### config.mk
export PLATFORM = sky130hd
export DESIGN_NAME = score_display_ctrl_flat
export DESIGN_NICKNAME = d
export VERILOG_FILES = /design/src/rtl/score_pkg.sv /design/src/rtl/score_display_ctrl_if.sv /design/src/rtl/bcd_score_counter.sv /design/src/rtl/score_display_ctrl.sv /design/src/flat_wrapper.sv
export SDC_FILE = /design/constraint.sdc
export NUM_CORES = 1
export LEC_CHECK = 0
export BUFFER_PORTS_ARGS = -buffer_cell sky130_fd_sc_hd__buf_2
export CAP_MARGIN = 20
export CORE_ASPECT_RATIO = 1.4
export CORE_MARGIN = 5
export CORE_UTILIZATION = 40
export CTS_CLUSTER_DIAMETER = 30
export DETAILED_ROUTE_END_ITERATION = 16
export GPL_TIMING_DRIVEN = 0
export PLACE_DENSITY = 0.56
export SETUP_SLACK_MARGIN = 0.2
export SLEW_MARGIN = 20
export SYNTH_ARGS = -nofsm -noshare
export SYNTH_HDL_FRONTEND = slang
export SYNTH_HIERARCHICAL = 1
export SYNTH_SLANG_ARGS = --single-unit
### constraint.sdc
create_clock -name clk -period 4 [get_ports clk]
set_clock_uncertainty 0.2 [all_clocks]
set_input_delay 0.6 -clock clk [delete_from_list [all_inputs] [get_ports clk]]
set_output_delay 0.6 -clock clk [all_outputs]
set_load 0.005 [all_outputs]
### src/rtl/score_pkg.sv
// Shared types and constants for the Pong score keeper: BCD digits, game states,
// winner codes and an elaboration-time integer-to-BCD conversion.
package score_pkg;

    typedef logic [3:0] bcd_t;

    typedef enum logic {
        PLAY = 1'b0,
        WIN  = 1'b1
    } game_state_t;

    typedef logic [1:0] winner_t;

    localparam winner_t WIN_NONE = 2'b00;
    localparam winner_t WIN_P1   = 2'b01;
    localparam winner_t WIN_P2   = 2'b10;
    localparam winner_t WIN_TIE  = 2'b11;

    typedef struct packed {
        bcd_t tens;
        bcd_t ones;
    } bcd_score_t;

    // Only ever called on parameters, so it folds to a constant.
    function automatic bcd_score_t to_bcd(input int unsigned value);
        bcd_score_t r;
        r.tens = bcd_t'(value / 10);
        r.ones = bcd_t'(value % 10);
        return r;
    endfunction

endpackage

### src/rtl/score_display_ctrl_if.sv
// Bundle between the game logic (point/new_game requests) and the score display
// path (BCD digits, enables, game status).
interface score_display_ctrl_if;
    import score_pkg::*;

    logic       point_p1;
    logic       point_p2;
    logic       new_game;
    bcd_t       p1_tens;
    bcd_t       p1_ones;
    bcd_t       p2_tens;
    bcd_t       p2_ones;
    logic [3:0] digit_en;
    logic       game_over;
    winner_t    winner;

    modport master (
        output point_p1, point_p2, new_game,
        input  p1_tens, p1_ones, p2_tens, p2_ones, digit_en, game_over, winner
    );

    modport slave (
        input  point_p1, point_p2, new_game,
        output p1_tens, p1_ones, p2_tens, p2_ones, digit_en, game_over, winner
    );

endinterface

### src/rtl/bcd_score_counter.sv
// Two-digit BCD score register for one player. Saturates at WIN_SCORE and exposes
// its next value so the parent can make the win decision in the same cycle.
module bcd_score_counter
    import score_pkg::*;
#(
    parameter int unsigned WIN_SCORE = 11
) (
    input  logic       clk,
    input  logic       rst,
    input  logic       inc,
    input  logic       clr,
    output bcd_score_t score,
    output bcd_score_t score_next,
    output logic       at_win
);

    localparam bcd_score_t WIN_BCD = to_bcd(WIN_SCORE);

    always_comb begin
        // NOTE: default every combinational output first so no path leaves it unassigned (no latch).
        score_next = score;
        if (clr) begin
            score_next = '0;
        end else if (inc && (score != WIN_BCD)) begin
            if (score.ones == 4'd9) begin
                score_next.ones = 4'd0;
                score_next.tens = score.tens + 4'd1;
            end else begin
                score_next.ones = score.ones + 4'd1;
            end
        end
    end

    assign at_win = (score_next == WIN_BCD);

    always_ff @(posedge clk) begin
        // NOTE: sequential state uses non-blocking assignments so all registers update together.
        if (rst) begin
            score <= '0;
        end else begin
            score <= score_next;
        end
    end

endmodule

### src/rtl/score_display_ctrl.sv
// Pong score keeper: point edge detection, PLAY/WIN state machine, winner blink
// prescaler and leading-zero-suppressed digit enables for four 7-segment decoders.
module score_display_ctrl
    import score_pkg::*;
#(
    parameter int unsigned WIN_SCORE = 11,
    parameter int unsigned BLINK_DIV = 25_000_000
) (
    input  logic                 clk,
    input  logic                 rst,
    score_display_ctrl_if.slave  bus
);

    localparam bcd_score_t  WIN_BCD  = to_bcd(WIN_SCORE);
    localparam int unsigned CNT_W    = (BLINK_DIV > 1) ? $clog2(BLINK_DIV) : 1;
    localparam logic [CNT_W-1:0] CNT_LAST = CNT_W'(BLINK_DIV - 1);

    game_state_t      state;
    game_state_t      state_next;
    winner_t          winner_q;
    logic             prev_p1;
    logic             prev_p2;
    logic             hit_p1;
    logic             hit_p2;
    logic             inc_p1;
    logic             inc_p2;
    bcd_score_t       p1_score;
    bcd_score_t       p2_score;
    bcd_score_t       p1_next;
    bcd_score_t       p2_next;
    logic             p1_at_win;
    logic             p2_at_win;
    logic [CNT_W-1:0] blink_cnt;
    logic             blink_phase;
    logic             p1_lit;
    logic             p2_lit;

    always_ff @(posedge clk) begin
        if (rst) begin
            prev_p1 <= 1'b0;
            prev_p2 <= 1'b0;
        end else begin
            prev_p1 <= bus.point_p1;
            prev_p2 <= bus.point_p2;
        end
    end

    assign hit_p1 = bus.point_p1 & ~prev_p1;
    assign hit_p2 = bus.point_p2 & ~prev_p2;

    // new_game wins over any hit on the same cycle.
    assign inc_p1 = (state == PLAY) && hit_p1 && !bus.new_game;
    assign inc_p2 = (state == PLAY) && hit_p2 && !bus.new_game;

    bcd_score_counter #(.WIN_SCORE(WIN_SCORE)) u_p1_score (
        .clk        (clk),
        .rst        (rst),
        .inc        (inc_p1),
        .clr        (bus.new_game),
        .score      (p1_score),
        .score_next (p1_next),
        .at_win     (p1_at_win)
    );

    bcd_score_counter #(.WIN_SCORE(WIN_SCORE)) u_p2_score (
        .clk        (clk),
        .rst        (rst),
        .inc        (inc_p2),
        .clr        (bus.new_game),
        .score      (p2_score),
        .score_next (p2_next),
        .at_win     (p2_at_win)
    );

    always_ff @(posedge clk) begin
        if (rst) begin
            state <= PLAY;
        end else begin
            state <= state_next;
        end
    end

    always_comb begin
        state_next = state;
        if (bus.new_game) begin
            state_next = PLAY;
        end else if ((state == PLAY) && (p1_at_win || p2_at_win)) begin
            state_next = WIN;
        end
    end

    always_ff @(posedge clk) begin
        if (rst || bus.new_game) begin
            winner_q <= WIN_NONE;
        end else if ((state == PLAY) && (state_next == WIN)) begin
            case ({p2_next == WIN_BCD, p1_next == WIN_BCD})
                2'b01:   winner_q <= WIN_P1;
                2'b10:   winner_q <= WIN_P2;
                2'b11:   winner_q <= WIN_TIE;
                default: winner_q <= WIN_NONE;
            endcase
        end
    end

    // Blink prescaler idles at count 0 / phase lit outside WIN, so entry starts lit.
    always_ff @(posedge clk) begin
        if (rst || (state != WIN) || bus.new_game) begin
            blink_cnt   <= '0;
            blink_phase <= 1'b1;
        end else if (blink_cnt == CNT_LAST) begin
            blink_cnt   <= '0;
            blink_phase <= ~blink_phase;
        end else begin
            blink_cnt   <= blink_cnt + 1'b1;
        end
    end

    always_comb begin
        // Bit 0 of the winner code flags P1, bit 1 flags P2; a tie sets both.
        p1_lit = !((state == WIN) && winner_q[0]) || blink_phase;
        p2_lit = !((state == WIN) && winner_q[1]) || blink_phase;

        bus.game_over = (state == WIN);
        bus.winner    = winner_q;
        bus.p1_tens   = p1_score.tens;
        bus.p1_ones   = p1_score.ones;
        bus.p2_tens   = p2_score.tens;
        bus.p2_ones   = p2_score.ones;
        bus.digit_en  = {(p1_score.tens != 4'd0) && p1_lit, p1_lit,
                         (p2_score.tens != 4'd0) && p2_lit, p2_lit};
    end

endmodule

### src/flat_wrapper.sv
// flat-port wrapper written by rule: the top's interface ports become plain ports
module score_display_ctrl_flat import score_pkg::*;
#(
    parameter int unsigned WIN_SCORE = 11,
    parameter int unsigned BLINK_DIV = 25_000_000
)
  (clk, rst, bus_point_p1, bus_point_p2, bus_new_game, bus_p1_tens, bus_p1_ones, bus_p2_tens, bus_p2_ones, bus_digit_en, bus_game_over, bus_winner);
  score_display_ctrl_if bus_i ();
  input  logic clk;
  input  logic rst;
  input wire logic [$bits(bus_i.point_p1)-1:0] bus_point_p1;
  input wire logic [$bits(bus_i.point_p2)-1:0] bus_point_p2;
  input wire logic [$bits(bus_i.new_game)-1:0] bus_new_game;
  output wire logic [$bits(bus_i.p1_tens)-1:0] bus_p1_tens;
  output wire logic [$bits(bus_i.p1_ones)-1:0] bus_p1_ones;
  output wire logic [$bits(bus_i.p2_tens)-1:0] bus_p2_tens;
  output wire logic [$bits(bus_i.p2_ones)-1:0] bus_p2_ones;
  output wire logic [$bits(bus_i.digit_en)-1:0] bus_digit_en;
  output wire logic [$bits(bus_i.game_over)-1:0] bus_game_over;
  output wire logic [$bits(bus_i.winner)-1:0] bus_winner;
  assign bus_i.point_p1 = bus_point_p1;
  assign bus_i.point_p2 = bus_point_p2;
  assign bus_i.new_game = bus_new_game;
  assign bus_p1_tens = bus_i.p1_tens;
  assign bus_p1_ones = bus_i.p1_ones;
  assign bus_p2_tens = bus_i.p2_tens;
  assign bus_p2_ones = bus_i.p2_ones;
  assign bus_digit_en = bus_i.digit_en;
  assign bus_game_over = bus_i.game_over;
  assign bus_winner = bus_i.winner;
  score_display_ctrl #(.WIN_SCORE(WIN_SCORE), .BLINK_DIV(BLINK_DIV)) u_core (.clk(clk), .rst(rst), .bus(bus_i));
endmodule
Yosys cells after proc, flatten, opt, wreduce, memory -nomap -nowiden
Cells that the tools add are included.

storage, ports and cells
  bits in registers = 47
  input bits = 5
  output and inout port bits = 23

cells by class
  $add $sub $neg = 5
  equal/unequal tests = 10
  muxes and demuxes = 11
  bitwise gates (word level) = 6
  reduce and logical (&&, ||, !) cells = 24

operators by type and width
  operator                                                         number
  8-bit two-way mux                                                4
  25-bit by 1-bit adder with 25-bit output, second input constant  1
  25-bit == test, second input constant                            1
  4-bit by 1-bit adder with 4-bit output, second input constant    4
  8-bit by 5-bit == test with 1-bit output, second input constant  2
  4-bit two-way mux                                                4
  8-bit by 5-bit != test with 1-bit output, second input constant  2
  1-bit logical AND                                                12
  4-bit == test, second input constant                             2
  4-bit nonzero test                                               2
  1-bit logical OR                                                 6
  2-bit one-hot mux with 3 select lines                            1
  2-bit == test, second input constant                             2
  1-bit inverter                                                   4
  1-bit zero test                                                  3
  1-bit bitwise AND                                                2
  2-bit by 1-bit == test with 1-bit output, second input constant  1
  1-bit two-way mux                                                2
  2-bit OR reduction                                               1

Depth between registers and ports, before layout
  depth in word-level cells = 13
  depth in mapped cells = 11

Modules after synthesis
The synthesis kept the hierarchy.

modules (own cells, without submodules)
  module              instances  cells each  area each (um^2)  sequential area each (um^2)
  score_display_ctrl  1          173         1507.7            620.6
  bcd_score_counter   2          70          598.1             160.2

Worst setup path before layout
Ideal clock, no wire load.

  path kind = in2reg
  start = input port bus_new_game
  end = register u_core.winner_q[1], in the netlist u_core/bus.winner[1]
  library setup time = 0.086 ns
  data arrival time = 3.002 ns
  setup slack = 0.712 ns
  stages on the path = 8
  path buffers = 0
  path through = nor4b_1 > or3b_2 > mux2i_1 > o211ai_1 > nor4_2 > o21ai_0 > nand3b_1 > a211oi_1

between the ends
  word-level cells in the longest chain between the ends = 11

ends and longest elaborated chain
  item                                          RTL line                  text
  start, declared                               flat_wrapper.sv:13        input wire logic [$bits(bus_i.new_game)-1:0] bus_new_game;
  1-bit zero test                               score_display_ctrl.sv:53  assign inc_p2 = (state == PLAY) && hit_p2 && !bus.new_game;
  1-bit logical AND                             score_display_ctrl.sv:53
  1-bit logical AND                             bcd_score_counter.sv:24   end else if (inc && (score != WIN_BCD)) begin
  8-bit two-way mux                             bcd_score_counter.sv:24
  8-bit two-way mux (*)                         bcd_score_counter.sv:22   if (clr) begin
  8-bit by 5-bit == test with 1-bit output (*)  bcd_score_counter.sv:34   assign at_win = (score_next == WIN_BCD);
  via u_core.p2_at_win                          score_display_ctrl.sv:32  logic p2_at_win;
  1-bit logical OR                              score_display_ctrl.sv:87  end else if ((state == PLAY) && (p1_at_win || p2_at_win)) begin
  1-bit logical AND                             score_display_ctrl.sv:87
  1-bit two-way mux                             score_display_ctrl.sv:87
  1-bit two-way mux                             score_display_ctrl.sv:85  if (bus.new_game) begin
  1-bit logical AND                             score_display_ctrl.sv:95  end else if ((state == PLAY) && (state_next == WIN)) begin
  end signal, assigned                          score_display_ctrl.sv:94  winner_q <= WIN_NONE;
  end signal, assigned                          score_display_ctrl.sv:97  2'b01: winner_q <= WIN_P1;
  end signal, assigned                          score_display_ctrl.sv:98  2'b10: winner_q <= WIN_P2;
  end, declared                                 score_display_ctrl.sv:20  winner_t winner_q;

The timed path passes the listed nets; every way through them passes the cells marked *.
A chain may end at the register's enable or synchronous reset.

Worst setup path after layout
  start = input port bus_new_game
  end = register u_core.winner_q[1], in the netlist u_core/bus.winner[1]

between the ends
  word-level cells in the longest chain between the ends = 11

ends and longest elaborated chain
  item                                          RTL line                  text
  1-bit zero test (*)                           score_display_ctrl.sv:53
  1-bit logical AND (*)                         score_display_ctrl.sv:53
  via u_core.inc_p2                             score_display_ctrl.sv:26  logic inc_p2;
  1-bit logical AND (*)                         bcd_score_counter.sv:24
  8-bit two-way mux (*)                         bcd_score_counter.sv:24
  8-bit two-way mux (*)                         bcd_score_counter.sv:22
  8-bit by 5-bit == test with 1-bit output (*)  bcd_score_counter.sv:34
  via u_core.p2_at_win                          score_display_ctrl.sv:32
  1-bit logical OR                              score_display_ctrl.sv:87
  1-bit logical AND                             score_display_ctrl.sv:87
  1-bit two-way mux                             score_display_ctrl.sv:87
  1-bit two-way mux                             score_display_ctrl.sv:85
  1-bit logical AND                             score_display_ctrl.sv:95

Marked as above.

==> results_dict.tcl <==
set metrics [dict create \
    maxCapViolations 0 \
    cts_repair_resize_count 0 \
    ys_top_cells_by_area "sky130_fd_sc_hd__dfxtp_1 (35%), sky130_fd_sc_hd__ha_1 (4.2%), sky130_fd_sc_hd__nor2_1 (4.2%)" \
    worstSetupStartpointType "primary input" \
    drt-total-wl_mm 5.95 \
    synth_ff_type "sky130_fd_sc_hd__dfxtp_1" \
    detail_route.iter0.violations 109 \
    clk-insertion-delay-late_ns 0.30 \
    fp.coreArea_um2 6570 \
    crit_arrival_ns 3.44 \
    cts_max_level 2 \
    clockBufferDepth 2 \
    reg2reg_setup_slack_ns 0.76 \
    tritoncts_clock_tree "yes" \
    synth-seq-cells 47 \
    criticalPathCategory "in -> reg" \
    leakage_power_nw 1.10 \
    yosysMostFrequentCell "sky130_fd_sc_hd__dfxtp_1" \
    io-pin-count 28 \
    worst_setup_path_endpoint "u_core/bus.winner[1]" \
    hold_class "reg -> reg" \
    async_reset_ff_share_pct 0 \
    sequentialPowerShare_pct 51.4 \
    yosys.cell_types.count 50 \
    finalSetupViolations 0 \
    drv_slew 0 \
    sinks_on_the_clock_net 47 \
    nets 361 \
    max_freq_mhz 292 \
    cpMaxStageDelayCell "sky130_fd_sc_hd__nor4b_2" \
    drt_first_pass_iters 4 \
    synth.top_cell.area_share_pct 34.8 \
    via_count 2378 \
    ctsRootBufferMaster "sky130_fd_sc_hd__clkbuf_8" \
    finalWeightedCongestion 0.791 \
    start_util_pct 41.2 \
    synthToLayoutAreaGrowth_pct 13.8 \
    kind_of_capture_point_of_the_worst_setup_path "register" \
    grt_pass1_vias 2169 \
    yosysTopAreaCell "sky130_fd_sc_hd__dfxtp_1" \
    worst_r2r_path_depth 8 \
    grt_first_pass_wirelength_mm 10.2 \
    cts.hold.buffers_added 0 \
    post-cts-setup-buffer-count 0 \
    slew_headroom_pct 32.8 \
    worst_pin_slew_ns 1.00 \
    gr-total-overflow 0 \
    netlist_area_um2 2700 \
    required_ns 4.02 \
    fin_worst_hold_slack_ns 0.261 \
    synth_edf_count 0 \
    synth_top_cells_by_count "sky130_fd_sc_hd__dfxtp_1 (47), sky130_fd_sc_hd__nor2_1 (30), sky130_fd_sc_hd__nor3_1 (19)" \
    setup.worst_path.start "bus_new_game" \
    topRoutingLayerUsed "met4" \
    outcome "complete, no violations" \
    r2r_start "u_core/bus.game_over" \
    insertedDiodeCount 0 \
    drc_violations_left 0 \
    power_per_cell_area_nw_per_um2 299 \
    timing_hold_violations_final 0 \
    die_x_um 79.5 \
    synth.net_count 327 \
    layout-drive-gt1-share_pct 17.8 \
    power_switching_share_pct 20.1 \
    worstPathMaxFanout 19 \
    placement_rows 35 \
    final.period_utilization_pct 85.5 \
    slowest_cell_delay_on_critical_path_ns 0.74 \
    cellInternalPower_uw 735 \
    clk_pin_slew_worst_paths_ns 0.09 \
    ant_nets 0 \
    power.share.clock_pct 44.4 \
    crit_chain "buf_2, nor4b_2, or3b_2, mux2i_1, o211ai_1, nor4_2, o21ai_0, nand3b_1, a211oi_1" \
    netlist_instances 313 \
    die_area_um2 8530 \
    number_of_antenna_violations_at_the_first_check_in_global_routing 0 \
    route.detailed.wl_per_inst_um 14.1 \
    final.min_clock_period_ns 3.42 \
    worst_r2r_endpoint "u_core/bus.winner[1]" \
    detailed_routing_wirelength_on_met1_mm 2.67 \
    dieHeight_um 107 \
    largest_net_degree_at_the_start_of_global_routing 20 \
    synth_area_per_cell_um2 8.64 \
    route.met2.wl_mm 3.01 \
    vdd.ir_drop.worst_mv 0.219 \
    power.combinational.fraction_pct 4.3 \
    place_ws_ns 0.275 \
    cts_made_buffers 5 \
    rsz0062_at_grt "false" \
    postLayoutSetupSlackWorst_ns 0.579 \
    hpwl_mm 4.42 \
    detail_route.vias_per_cell 5.64 \
    io_buffer_count 27 \
    grt.total_usage_pct 14.6 \
    detailroute.wirelength.met3_um 222 \
    yosysSeqAreaShare_pct 34.8 \
    synthesis.yosys.warnings 6 \
    p_switching_uw 185 \
]
## per-stage QoR
stage | util (%) | area (um^2) | setup TNS, ns | power (mW) | std cells
after floorplan | - | 2700 | 0 | 0.509 | 313
after global placement | 44.6 | 2930 | -0.172 | 0.522 | 414
after detailed placement | 44.8 | 2940 | 0 | 0.522 | 414
after CTS | 46.8 | 3080 | 0 | 0.935 | 422
after global routing | 46.8 | 3080 | 0 | 0.957 | 422
final | 46.8 | 3080 | 0 | 0.919 | 422
## placed cells by master, fill, tap and decap left out, drive strengths merged, types with 7 or more instances in the layout
master | synthesis | routed
a21oi | 15 | 15
nand4 | 9 | 9
and4b | 7 | 7
nor3 | 19 | 19
xnor2 | 12 | 12
inv | 10 | 10
ha | 9 | 9
nor2b | 9 | 9
clkbuf | 2 | 8
nor4 | 13 | 13
buf | 8 | 35
dfxtp | 47 | 47
nand3 | 9 | 9
or4 | 7 | 7
nor2 | 30 | 30
o21ai | 12 | 12
nand2 | 18 | 18
## worst min path at each step
stage	to	slack, ns	cells past startpoint	from
floorplan	u_core/blink_cnt[0]	0.22	1	u_core/blink_cnt[0]
global route	u_core/blink_cnt[0]	0.30	1	u_core/blink_cnt[0]
finish	u_core/blink_cnt[0]	0.26	1	u_core/blink_cnt[0]
global placement	u_core/blink_cnt[0]	0.23	1	u_core/blink_cnt[0]
detailed placement	u_core/blink_cnt[0]	0.24	1	u_core/blink_cnt[0]
CTS	u_core/blink_cnt[0]	0.25	1	u_core/blink_cnt[0]
## registers in the layout, summed over array words and instances (netlist names)
register	count
u_core/blink_cnt	25
u_core/blink_phase	1
u_core/bus.game_over	1
u_core/bus.winner	2
u_core/prev_p1	1
u_core/prev_p2	1
u_core/u_p1_score/score	8
u_core/u_p2_score/score	8
## power groups by stage
stage	clock [mW]	combinational [mW]	sequential, mW
after floorplan	0	0.0263	0.483
after global placement	0	0.0385	0.483
after detailed placement	0	0.0390	0.483
after CTS	0.423	0.0392	0.472
after global routing	0.441	0.0436	0.473
final	0.408	0.0392	0.472
## logic make-up after synthesis
family / synth area share [%]
DFF: 34.8
AOI/OAI and AO/OA: 12.3
and+or+nand+nor: 35.7
adders and majority gates: 4.16
xor gates and xnor gates: 5.83
muxes: 3.52
buffers and inverters: 3.70
## metal layers
metal,vias to the layer above,track usage (%)
li1,1230,-
met1,1102,18.1
met2,40,25.6
met3,6,2.76
met4,0,3.44
met5,-,0
## layout make-up
cell class / instances / area (um^2)
plain buffers: 10 / 62.6
clock buffers: 6 / 72.6
clock inverters: 2 / 60.1
fillers: 655 / 3490
inverters: 10 / 37.5
multi-input cells: 246 / 1680
flip-flops and latches: 47 / 941
well taps: 74 / 92.6
repair buffers: 27 / 135
## critical path, delay by kind of cell
kind                   cells  cell delay, ns
buffers and inverters      1            0.22
AND/OR/NAND/NOR            4            1.83
multiplexers               1            0.19
AO/OA/AOI/OAI              3            0.60
No activity file was read; power rests on OpenSTA's default activity.
